--- src/rtl/shift_unit.sv ---
// Multi-cycle shift unit: accepts one operand over a valid/ready handshake, shifts
// up to STEP bits per clock in LSL/LSR/ASR/ROL mode, then holds the result until taken.
module shift_unit #(
  parameter int WIDTH = 16,
  parameter int STEP  = 1
) (
  input  logic                       clk,
  input  logic                       rst_n,
  input  logic                       flush,
  input  logic                       in_valid,
  output logic                       in_ready,
  input  logic [WIDTH-1:0]           in_data,
  input  logic [$clog2(WIDTH)-1:0]   in_amt,
  input  logic [1:0]                 in_op,
  output logic                       out_valid,
  input  logic                       out_ready,
  output logic [WIDTH-1:0]           out_data,
  output logic                       out_carry,
  output logic                       out_zero
);

  localparam int AW = $clog2(WIDTH);

  typedef enum logic [1:0] {
    IDLE  = 2'b00,
    SHIFT = 2'b01,
    DONE  = 2'b10
  } state_t;

  typedef enum logic [1:0] {
    OP_LSL = 2'b00,
    OP_LSR = 2'b01,
    OP_ASR = 2'b10,
    OP_ROL = 2'b11
  } op_t;

  state_t          state, state_d;
  op_t             op, op_d;
  logic [WIDTH-1:0] work, work_d;
  logic [AW-1:0]   remaining, remaining_d;
  logic            carry, carry_d;

  logic [31:0]      rem_wide;
  logic [31:0]      n_wide;
  logic [WIDTH-1:0] step_data;
  logic [WIDTH-1:0] spill;
  logic             step_carry;
  logic [AW-1:0]    rem_next;

  // One shift step of n = min(STEP, remaining) bits. n is formed at 32 bits so
  // STEP == WIDTH cannot wrap; remaining < WIDTH keeps the truncated n exact.
  // NOTE: every always_comb output gets a default first so no latch is inferred.
  always_comb begin
    step_data  = work;
    spill      = '0;
    step_carry = carry;
    rem_wide   = 32'(remaining);
    n_wide     = (rem_wide < 32'(STEP)) ? rem_wide : 32'(STEP);
    rem_next   = remaining - AW'(n_wide);
    case (op)
      OP_LSL: begin
        step_data  = work << n_wide;
        spill      = work >> (32'(WIDTH) - n_wide);
        step_carry = spill[0];
      end
      OP_LSR: begin
        step_data  = work >> n_wide;
        spill      = work >> (n_wide - 32'd1);
        step_carry = spill[0];
      end
      OP_ASR: begin
        // The working MSB never changes under ASR, so it is the latched sign.
        step_data  = $signed(work) >>> n_wide;
        spill      = work >> (n_wide - 32'd1);
        step_carry = spill[0];
      end
      OP_ROL: begin
        step_data  = (work << n_wide) | (work >> (32'(WIDTH) - n_wide));
        spill      = work >> (32'(WIDTH) - n_wide);
        step_carry = spill[0];
      end
      default: ;
    endcase
  end

  always_comb begin
    state_d     = state;
    op_d        = op;
    work_d      = work;
    remaining_d = remaining;
    carry_d     = carry;
    if (flush) begin
      // Abort wins over both handshakes; the datapath is simply abandoned.
      state_d = IDLE;
    end else begin
      case (state)
        IDLE: begin
          if (in_valid) begin
            work_d      = in_data;
            op_d        = op_t'(in_op);
            remaining_d = in_amt;
            carry_d     = 1'b0;
            state_d     = (in_amt == '0) ? DONE : SHIFT;
          end
        end
        SHIFT: begin
          work_d      = step_data;
          carry_d     = step_carry;
          remaining_d = rem_next;
          if (rem_next == '0) state_d = DONE;
        end
        DONE: begin
          if (out_ready) state_d = IDLE;
        end
        default: state_d = IDLE;
      endcase
    end
  end

  // NOTE: sequential state uses non-blocking assignments only.
  always_ff @(posedge clk or negedge rst_n) begin
    if (!rst_n) begin
      state     <= IDLE;
      op        <= OP_LSL;
      work      <= '0;
      remaining <= '0;
      carry     <= 1'b0;
    end else begin
      state     <= state_d;
      op        <= op_d;
      work      <= work_d;
      remaining <= remaining_d;
      carry     <= carry_d;
    end
  end

  assign in_ready  = (state == IDLE);
  assign out_valid = (state == DONE);
  assign out_data  = work;
  assign out_carry = carry;
  assign out_zero  = (work == '0);

endmodule

--- config.mk ---
export PLATFORM = sky130hd
export DESIGN_NAME = shift_unit
export DESIGN_NICKNAME = d
export VERILOG_FILES = /design/src/rtl/shift_unit.sv
export SDC_FILE = /design/constraint.sdc
export NUM_CORES = 1
export LEC_CHECK = 0
export ABC_CLOCK_PERIOD_IN_PS = 4600
export BUFFER_PORTS_ARGS = -buffer_cell sky130_fd_sc_hd__buf_2
export CORE_UTILIZATION = 36
export CTS_CLUSTER_SIZE = 16
export DETAILED_ROUTE_END_ITERATION = 10
export PLACE_DENSITY_LB_ADDON = 0.1
export SYNTH_ARGS = -nofsm -noshare
export SYNTH_HDL_FRONTEND = slang
export SYNTH_SLANG_ARGS = --single-unit
--- constraint.sdc ---
create_clock -name clk -period 4.6 [get_ports clk]
set_clock_uncertainty 0.2 [all_clocks]
set_input_delay 0.46 -clock clk [delete_from_list [all_inputs] [get_ports clk]]
set_output_delay 0.46 -clock clk [all_outputs]
set_load 0.005 [all_outputs]
; After elaboration in Yosys (flattened, before gate mapping)
; Cells that the tools add are included.
[op_classes]
bitwise_logic = 2
eq_ne = 9
shift = 5
n_lt_le_gt_ge = 1
addsub = 3
muxes = 15
n_reduce_logical = 11
[op_table]
columns = cell, n
row1 = 16-bit case mux with 4 select lines, 1
row2 = 16-bit case mux with 2 select lines, 1
row3 = 16-bit by 32-bit right shift with 1-bit output, 1
row4 = 16-bit by 32-bit right shift with 16-bit output, 1
row5 = 16-bit zero test, 1
row6 = 16-bit two-way mux, 1
row7 = 16-bit OR, 1
row8 = 16-bit by 4-bit left shift with 16-bit output, 1
row9 = 16-bit by 4-bit right shift with 16-bit output, 1
row10 = 16-bit by 4-bit >>> shifter with 16-bit output, 1
row11 = 2-bit two-way mux, 5
row12 = 3-bit AND reduction, 3
row13 = 4-bit zero test, 2
row14 = 4-bit two-way mux, 2
row15 = 4-bit case mux with 2 select lines, 1
row16 = 2-bit equality test (second input constant), 3
row17 = 3-bit != test (second input constant), 2
row18 = 2-bit case mux with 3 select lines, 1
row19 = 5-bit by 4-bit subtractor with 6-bit output (first input constant), 1
row20 = 4-bit by 1-bit subtractor with 5-bit output (second input constant), 1
row21 = 2-bit by 1-bit equality test with 1-bit output (second input constant), 2
row22 = 2-bit zero test, 2
row23 = 4-bit by 1-bit less-than comparator with 1-bit output (second input constant), 1
row24 = 1-bit case mux with 2 select lines, 2
row25 = other kinds (7), 8
[word_totals]
wordCells = 51
ff_bits = 25

; Longest topological paths before layout
; Gate-level depths: netlist of the first run.
[depth]
word_depth = 7
depth_mapped = 9
mapped_depth_nobuf = 7

; Worst setup path before layout of the first run
; Ideal clock, no wire load.
[synth_timing]
path_type = reg2reg
from = reg remaining[2]
to = reg state[1]
path_slack_ns = 2.618
stages_incl_launch_ff = 7
setup_ns = 0.077
path_buffers = 0
synth_period_minus_slack_ns = 1.982
arrival_ns = 1.704
t_required_ns = 4.323
path_cell_list = dfrtp_1 -> nor4_4 -> or2_2 -> ha_1 -> nand4b_1 -> a211o_1 -> a21oi_1
[synth_between]
elab_chain_len = 6
[synth_rtl]
columns = element, line_no
row1 = from (decl), 40  ; logic [AW-1:0] remaining, remaining_d;
row2 = from (signal assigned), 132  ; remaining <= remaining_d;
row3 = 4-bit by 1-bit less-than comparator with 1-bit output, 58  ; n_wide = (rem_wide < 32'(STEP)) ? rem_wide : 32'(STEP);
row4 = 4-bit two-way mux, 58
row5 = 4-bit subtractor *, 59  ; rem_next = remaining - AW'(n_wide);
row6 = 4-bit zero test *, 110  ; if (rem_next == '0) state_d = DONE;
row7 = 3-bit != test (no line) *, n/a
row8 = 3-bit AND reduction (no line) *, n/a
row9 = to (signal assigned), 129  ; state <= state_d;
row10 = to (decl), 37  ; state_t state, state_d;
; Every way passes the cells marked *; elsewhere a longest branch is shown, timed or not.
; A chain may end at the register's enable or synchronous reset.

; Final worst setup path of the first run
[layout_timing]
from = reg op[0]
to = reg work[4], in the netlist out_data[4]
[layout_between]
elab_chain_len = 3
[layout_rtl]
columns = element, line_no
row1 = from (decl), 38  ; op_t op, op_d;
row2 = from (signal assigned), 130  ; op <= op_d;
row3 = "2-bit equality test, or another cell as far along", 60  ; case (op)
row4 = 16-bit case mux with 4 select lines *, 60
row5 = 16-bit case mux with 2 select lines *, 96  ; case (state)
row6 = to (signal assigned), 131  ; work <= work_d;
row7 = to (decl), 39  ; logic [WIDTH-1:0] work, work_d;
; Marked as above.

==> summary.md, run 1 <==
| Metric | Value |
|---|---|
| Slew margin rel. | `between 30% and 40%` |
| Fin util | `approximately 44%` |
| Sequential fraction of the synthesis area | `around two fifths` |
| Peak VDD IR | `between 150 and 200 uV` |
| I/O pin count | `47` |
| Starting Density | `around two fifths` |
| Core ar. | `about 4000 um^2` |
| Commonest non-fill, non-tap cell in the layout | `buf_2` |
| DR WL/cell | `about 16 um` |
| Hold Path Class | `in2reg` |
| Site row count | `23` |
| First-pass GRT wire length | `a little over 6000 um` |
| Die W | `~68 um` |
| Gr usage total | `~18%` |
| PwrDens | `between 400 and 500 nW/um^2` |
| Critical-path top delay cell | `and3_1` |
| XOR/XNOR Fraction of Synth Area | `0%` |
| Post-Synth Simple-Gate Area | `between 10 and 15%` |
| Yosys warnings | `0` |
| Sw Share | `about two fifths` |
| Syn avg cell area | `roughly 10 um^2` |
| Setup repair bufs after CTS | `0` |
| Total of max-cap violations | `0` |
| Number of global-route vias before repair | `roughly 1300` |
| Share of the synthesized area in the top cell type | `39.3%` |
| Routed Antenna Nets | `0` |
| CTS Buf Count | `3` |
| CTS clk-pin slew, worst paths | `around 0.1 ns` |
| Area leader, netlist | `dfrtp_1` |
| Drt drc | `0` |
| Antenna violations before repair | `0` |
| WL final | `roughly 3900 um` |
| Post-Syn Area | `1590 um^2` |
| Die Ht | `68.5 um` |
| Crit path cell chain | `inv_1 -> ha_1 -> or2_2 -> o21ai_2 -> and3_1 -> a21oi_1` |
| # port buffers | `46` |
| Static leakage | `about 0.00077 uW` |
| CTS tree | `done` |
| Setup tns final | `0 ns` |
| Seq pwr share | `approximately 44%` |
| Slew Limit Fails | `0` |
| Grt ovf | `0` |
| Fmax | `between 400 and 500 MHz` |
| RSZ-0062 raised after global routing | `no` |
| Worst stage delay on the critical path | `between 0.6 and 0.7 ns` |
| CTS root buf | `clkbuf_8` |
| Fraction of synthesized area in multiplexers | `around 2%` |
| NetSw | `between 300 and 400 uW` |
| Largest cells by area after synthesis | `dfrtp_1 39%, a22oi_1 6.6%, a21oi_2 5.5%, o22ai_1 4.3%, ha_1 3.9%` |
| Place WS | `2.15 ns` |
| Proportion of layout cells with a drive suffix above 1 | `between 30% and 40%` |
| Clk pwr share | `16.6%` |
| Yosys reg bits | `25` |
| Crit path arrival time | `roughly 2.4 ns` |
| Most frequent cells in the layout | `46 x buf_2, 25 x dfrtp_1, 14 x a22oi_1` |
| Full die area | `roughly 4700 um^2` |
| Nets | `227` |
| Largest net degree at the start of global routing | `26` |
| Startpoint Class | `flop` |
| Status | `finished, final reports clean` |
| Period minus WS final | `approximately 2.4 ns` |
| Pwr Total | `838 uW` |
| Main combinational cell family by area after synthesis | `compound AO/OA/AOI/OAI gates` |
| H-tree depth | `1` |
| Worst Setup SP | `op[0]$_DFFE_PN0P_` |
| Area Overhead vs Synth | `15.0%` |
| Longest Clk Path Bufs | `2` |
| Post-Synth Adder-Cell Area | `under 10%` |
| Worst reg2reg path startpoint | `op[0]$_DFFE_PN0P_` |
| Final Worst Setup Slack | `2.17 ns` |
| Clock sinks | `25` |
| Combinational fraction of design power | `around 40%` |
| Synth Area in Compound Gates | `32.3%` |
| Critical Path Sink Type | `flop` |
| Crit Path Class | `reg2reg` |
| Final HPWL DP | `roughly 2800 um` |
| Vias per cell | `roughly 5.7` |
| First DRT Iteration DRCs | `60` |
| Post_cts resized | `0` |
| Post-Syn Nets | `188` |
| Number of fillers in the final layout | `423` |
| DR vias | `roughly 1400` |
| Global placer's final weighted congestion | `roughly 0.73` |
| Pint | `~500 uW` |
| Hold Violations, Final | `0` |
| Slew @ Worst Pin | `between 0.9 and 1 ns` |
| Drt pass-1 iters | `4` |
| Ant. Diodes | `0` |
| Final period util | `a little over half` |
| Final setup viols | `0` |
| Mapped Cells | `between 150 and 200` |
| Clk_lat worst skew | `0.27 ns` |
| Critical Path Fanout Max | `18` |
| Worst hold start | `in_op[0]` |
| Distinct cells, synth | `42` |
| Data required time of the worst path | `roughly 4.5 ns` |
cells in the mapped netlist:
cell type / n
a31oi_1: 1
nor4_1: 5
nor4_4: 1
a211o_1: 2
nor2b_1: 2
o21a_1: 1
o21ai_2: 1
o211ai_1: 1
mux2i_1: 1
o22ai_2: 3
clkbuf_1: 5
buf_6: 3
or4_1: 1
mux2_1: 2
dfrtp_1: 25
o21ba_2: 1
a2111oi_4: 1
a21oi_1: 12
buf_12: 2
inv_1: 3
nor2_1: 5
o22ai_1: 11
buf_2: 1
nand2b_1: 4
nand4b_1: 2
o21ai_0: 8
and4_1: 1
o311a_2: 1
nand2_1: 7
o41ai_1: 1
a22oi_1: 14
buf_4: 2
a32o_1: 1
nor3_1: 3
nand3_1: 1
ha_1: 5
or2_2: 2
nor3_2: 1
a21oi_2: 10
and3_1: 1
nor3b_1: 1
or3_1: 1
kinds of logic after synthesis:
| family | Yosys count |
|---|---|
| mux | 3 |
| fa+ha+maj | 5 |
| buf+inv | 16 |
| compound gates | 69 |
| simple gates | 38 |
| flops | 25 |
power by group through the flow:
stage	Combinational (uW)	Sequential (uW)	Clock, uW
global route	373	382	153
global placement	329	369	0
floorplan	250	352	0
CTS	336	367	146
detailed placement	334	371	0
finish	331	368	140
area by class of cell:
cell class | instances | area (um^2) | share of cell area [%]
timing repair buffer | 47 | 240 | 13.1
clock inverter | 1 | 7.51 | 0.410
multi-input combinational | 115 | 841 | 46.0
inverter | 3 | 11.3 | 0.616
clock buffer | 3 | 41.3 | 2.26
tap | 50 | 62.6 | 3.42
sequential | 25 | 626 | 34.2
worst max-delay path: cells and delay by family (launching register included):
family	cells	cell delay (ns)
flip-flops	1	0.42
buffers and inverters	1	0.08
AND/OR/NAND/NOR	2	1.05
AO/OA/AOI/OAI	2	0.30
adder cells (fa/ha/maj)	1	0.23
metrics by stage:
stage | instances | hold WS (ns) | instance area, um^2
CTS | 244 | 0.188 | 1830
global route | 244 | 0.188 | 1830
floorplan | 156 | -0.0356 | 1590
finish | 244 | 0.191 | 1830
global placement | 239 | 0.265 | 1770
detailed placement | 239 | 0.260 | 1770
state kept, by name, indices dropped and copies added, names as in the netlist:
signal     flops
out_carry      1
out_data      16
op             2
state          2
remaining      4
final timing paths:
| kind | end | slack, ns | cells past startpoint |
|---|---|---|---|
| hold / removal | op[0]$_DFFE_PN0P_ | 0.19 | 2 |
| max in group asynchronous | remaining[0]$_DFFE_PN0P_ | 3.29 | 2 |
| hold reg to reg | out_carry$_DFFE_PN0P_ | 0.28 | 2 |
| setup reg to reg | out_data[4]$_DFFE_PN0P_ | 2.17 | 6 |
| min in group asynchronous | remaining[1]$_DFFE_PN0P_ | 0.52 | 2 |
| setup / recovery | out_data[4]$_DFFE_PN0P_ | 2.17 | 6 |
routing by layer:
metal  wire length, um  share of wire, %  vias up  track usage, %
met5                 0                 0        -               0
met2              1810                46       37            27.0
met1              1860                48      660            25.6
li1                  -                 -      680               -
met4                18              0.46        0            4.69
met3               207               5.3        2            2.17
timing repair:
action,CTS,global route
hold endpoints to repair,15,0
hold buffers,1,0
endpoints found under the setup margin,0,0
No activity file was read; power rests on OpenSTA's default activity.
==> run 2, diff against run 1 <==
--- a/config.mk
+++ b/config.mk
@@ -5,7 +5,8 @@
 export SDC_FILE = /design/constraint.sdc
 export NUM_CORES = 1
 export LEC_CHECK = 0
-export ABC_CLOCK_PERIOD_IN_PS = 4600
+export ABC_AREA = 1
+export ABC_CLOCK_PERIOD_IN_PS = 2000
 export BUFFER_PORTS_ARGS = -buffer_cell sky130_fd_sc_hd__buf_2
 export CORE_UTILIZATION = 36
 export CTS_CLUSTER_SIZE = 16
==> constraint.sdc (replaced) <==
create_clock -name clk -period 2 [get_ports clk]
set_clock_uncertainty 0.2 [all_clocks]
set_input_delay 0.2 -clock clk [delete_from_list [all_inputs] [get_ports clk]]
set_output_delay 0.2 -clock clk [all_outputs]
set_load 0.005 [all_outputs]
==> run 2 against run 1 <==
Against the previous run:
- global-route usage rose by 0.63 points
- count of clock-buffer cells in the layout rose by 1
- via count rose by 43%
- critical path depth fell by 2
- die area rose by 25%
- clock power rose by 130%
- total power rose to 4.4 times the previous value
- wire length rose by 30%
- largest cell class unchanged
- worst setup slack got worse by 2.0 ns
- flip-flop and latch count did not move
- synthesized cell count rose by 97%
- cell count rose by 75%
- highest routed layer unchanged
==> summary.md, run 2 <==
| Metric | Value |
|---|---|
| # port buffers | `46 (unchanged)` |
| CTS Buf Count | `3 (unchanged)` |
| Slew @ Worst Pin | `0.634 ns (-0.302 ns)` |
| Final period util | `slightly above 90%` |
| Post-Syn Area | `1990 um^2 (+25%)` |
| Number of flops mapped to enable cells by yosys | `0 (unchanged)` |
| Largest cells by area after synthesis | `dfrtp_1 31%, nand2_1 20%, inv_1 8.7%, a21oi_1 6.5%, nor2_1 5.5%` |
| Peak VDD IR | `797 uV (+300%)` |
| Area of the multi-input gates | `1100 um^2 (+31%)` |
| Yosys warnings | `0 (unchanged)` |
| Startpoint Class | `flop` |
| DR vias | `1976 (+43%)` |
| Crit Path Class | `reg2out` |
| Slew margin rel. | `57.7% (+20 points)` |
| Data required time of the worst path | `1.60 ns (-2.93 ns)` |
| DP Area | `2290 um^2 (+29%)` |
| Commonest non-fill, non-tap cell in the layout | `nand2_1` |
| Reg area | `626 um^2 (unchanged)` |
| Critical Path Sink Type | `output pin` |
| Area Overhead vs Synth | `19.0%` |
| Drt pass-1 iters | `4 (unchanged)` |
| Critical-path top delay cell | `dfrtp_1` |
| Number of fillers in the final layout | `581 (+37%)` |
| Area leader, netlist | `dfrtp_1` |
| Fin area | `2370 um^2 (+30%)` |
| Synth Flop Type | `dfrtp_1` |
| Hold Violations, Final | `0 (unchanged)` |
| Starting Density | `38.3% (-0.35 points)` |
| Drt drc | `0 (unchanged)` |
| Final HPWL DP | `3450 um (+24%)` |
| First-pass GRT wire length | `8730 um (+43%)` |
| Period minus WS final | `approximately 1.8 ns` |
| Die Ht | `76.4 um (+12%)` |
| Yosys reg bits | `25 (unchanged)` |
| Syn avg cell area | `6.47 um^2 (-37%)` |
| Proportion of layout cells with a drive suffix above 1 | `20.2% (-16 points)` |
| Worst stage delay on the critical path | `0.48 ns (-0.14 ns)` |
| Static leakage | `0.00135 uW (+75%)` |
| WL final | `5050 um (+30%)` |
| Largest net degree at the start of global routing | `34 (+31%)` |
| Distinct cells, synth | `24 (-43%)` |
| Crit path cell chain | `nor4_1 -> nand2_1 -> nor2_1 -> buf_2` |
| Ant. Diodes | `0 (unchanged)` |
| Die W | `76.4 um (+12%)` |
| Global placer's final weighted congestion | `0.813 (+11%)` |
| Core ar. | `5200 um^2 (+26%)` |
| Vias per cell | `4.64 (-18%)` |
| H-tree depth | `1 (unchanged)` |
| Nets | `389 (+71%)` |
| Longest Clk Path Bufs | `2 (unchanged)` |
| Critical Path Fanout Max | `6 (-12)` |
| RSZ-0062 raised after global routing | `no` |
| Post_cts resized | `0 (unchanged)` |
| Ys async rst share | `100% (unchanged)` |
| Setup repair bufs after CTS | `0 (unchanged)` |
| Site row count | `26 (+13%)` |
| Most frequent cells in the layout | `105 x nand2_1, 46 x inv_1, 46 x buf_2` |
| I/O pin count | `47 (unchanged)` |
| Clock sinks | `25 (unchanged)` |
| Hold WS | `0.00461 ns (-0.187 ns)` |
| Grt ovf | `0 (unchanged)` |
| Mapped Cells | `308 (+97%)` |
| Share of the synthesized area in the top cell type | `31.4% (-8.0 points)` |
| Final setup viols | `0 (unchanged)` |
| DR WL/cell | `11.9 um (-26%)` |
| Top-count cell post-synth | `nand2_1` |
| Antenna violations before repair | `0 (unchanged)` |
| Post-Syn Nets | `340 (+81%)` |
| Gr usage total | `18.2% (+0.63 points)` |
| CTS root buf | `clkbuf_8` |
| Sequential fraction of the synthesis area | `31.4% (-8.0 points)` |
| Status | `finished, final reports clean` |
| Hold Path Class | `in2reg` |
| Max reg flops | `16 (unchanged)` |
| Crit path arrival time | `1.43 ns (-0.93 ns)` |
| CTS tree | `done` |
| PwrDens | `1570 nW/um^2 (+240%)` |
| CTS clk-pin slew, worst paths | `0.10 ns (about the same)` |
| Fin util | `45.6% (+1.1 points)` |
| Fmax | `548 MHz` |
| Routed Antenna Nets | `0 (unchanged)` |
| Full die area | `5840 um^2 (+25%)` |
| Total of max-cap violations | `0 (unchanged)` |
| First DRT Iteration DRCs | `116 (+93%)` |
| Post-synth top cells | `105 x nand2_1, 46 x inv_1, 29 x nor2_1` |
| Setup tns final | `0 ns (unchanged)` |
| Number of global-route vias before repair | `1906 (+52%)` |
| Slew Limit Fails | `0 (unchanged)` |
| # hold bufs at CTS | `4 (+3)` |
| Clk_lat worst skew | `0.28 ns (about the same)` |
[run 2: final timing paths]
kind	end	slack, ns	cells past startpoint	startpoint
hold reg to reg	out_carry$_DFFE_PN0P_	0.28	2	out_carry$_DFFE_PN0P_
setup reg to reg	state[0]$_DFFE_PN0P_	0.31	8	state[0]$_DFFE_PN0P_
max in group asynchronous	remaining[3]$_DFFE_PN0P_	0.92	2	rst_n
setup / recovery	out_zero	0.17	4	out_data[0]$_DFFE_PN0P_
hold / removal	out_data[3]$_DFFE_PN0P_	0.005	3	in_data[3]
min in group asynchronous	out_data[11]$_DFFE_PN0P_	0.26	2	rst_n
[run 2: power breakdown]
group | leakage, uW | switching [uW] | internal (uW)
clock network | 0.0000228 | 183 | 143
registers | 0.000291 | 328 | 747
logic | 0.00104 | 1380 | 946
total | 0.00135 | 1890 | 1840
[run 2: cells by family (layout without fill, tap and decap cells)]
kind of cell	Yosys count	after routing	share of synthesized area (%)
AOI/OAI and AO/OA	60	60	19.1
adders and majority gates	5	5	3.14
DFF	25	25	31.4
and+or+nand+nor	158	158	33.0
buffers and inverters	60	108	13.3
[run 2: routing by layer]
| layer | GRT usage (%) | vias to the layer above | part of all wire, % |
|---|---|---|---|
| met5 | 0 | - | 0 |
| met3 | 3.23 | 2 | 2.9 |
| met1 | 22.7 | 886 | 49 |
| met2 | 33.0 | 30 | 48 |
| met4 | 2.88 | 0 | 0.50 |
| li1 | - | 1058 | - |
[run 2: stage by stage]
| stage | worst slack [ns] | power [uW] | std cells |
|---|---|---|---|
| global route | 0.111 | 4170 | 426 |
| finish | 0.175 | 3730 | 426 |
| global placement | 0.314 | 3410 | 418 |
| CTS | 0.158 | 3780 | 426 |
| floorplan | 0.261 | 2780 | 308 |
| detailed placement | 0.310 | 3430 | 418 |
[run 2: critical path: cells and delay by family, from the launching register on]
kind,cells,cell delay (ns)
simple gates,3,0.56
buf+inv,1,0.12
flops,1,0.48
[run 2: layout make-up]
cell class	count	area share, %
clock buffer	4	1.90
inverter	47	7.44
multi-input combinational	223	46.5
sequential	25	26.4
tap	70	3.69
timing repair buffer	57	14.1
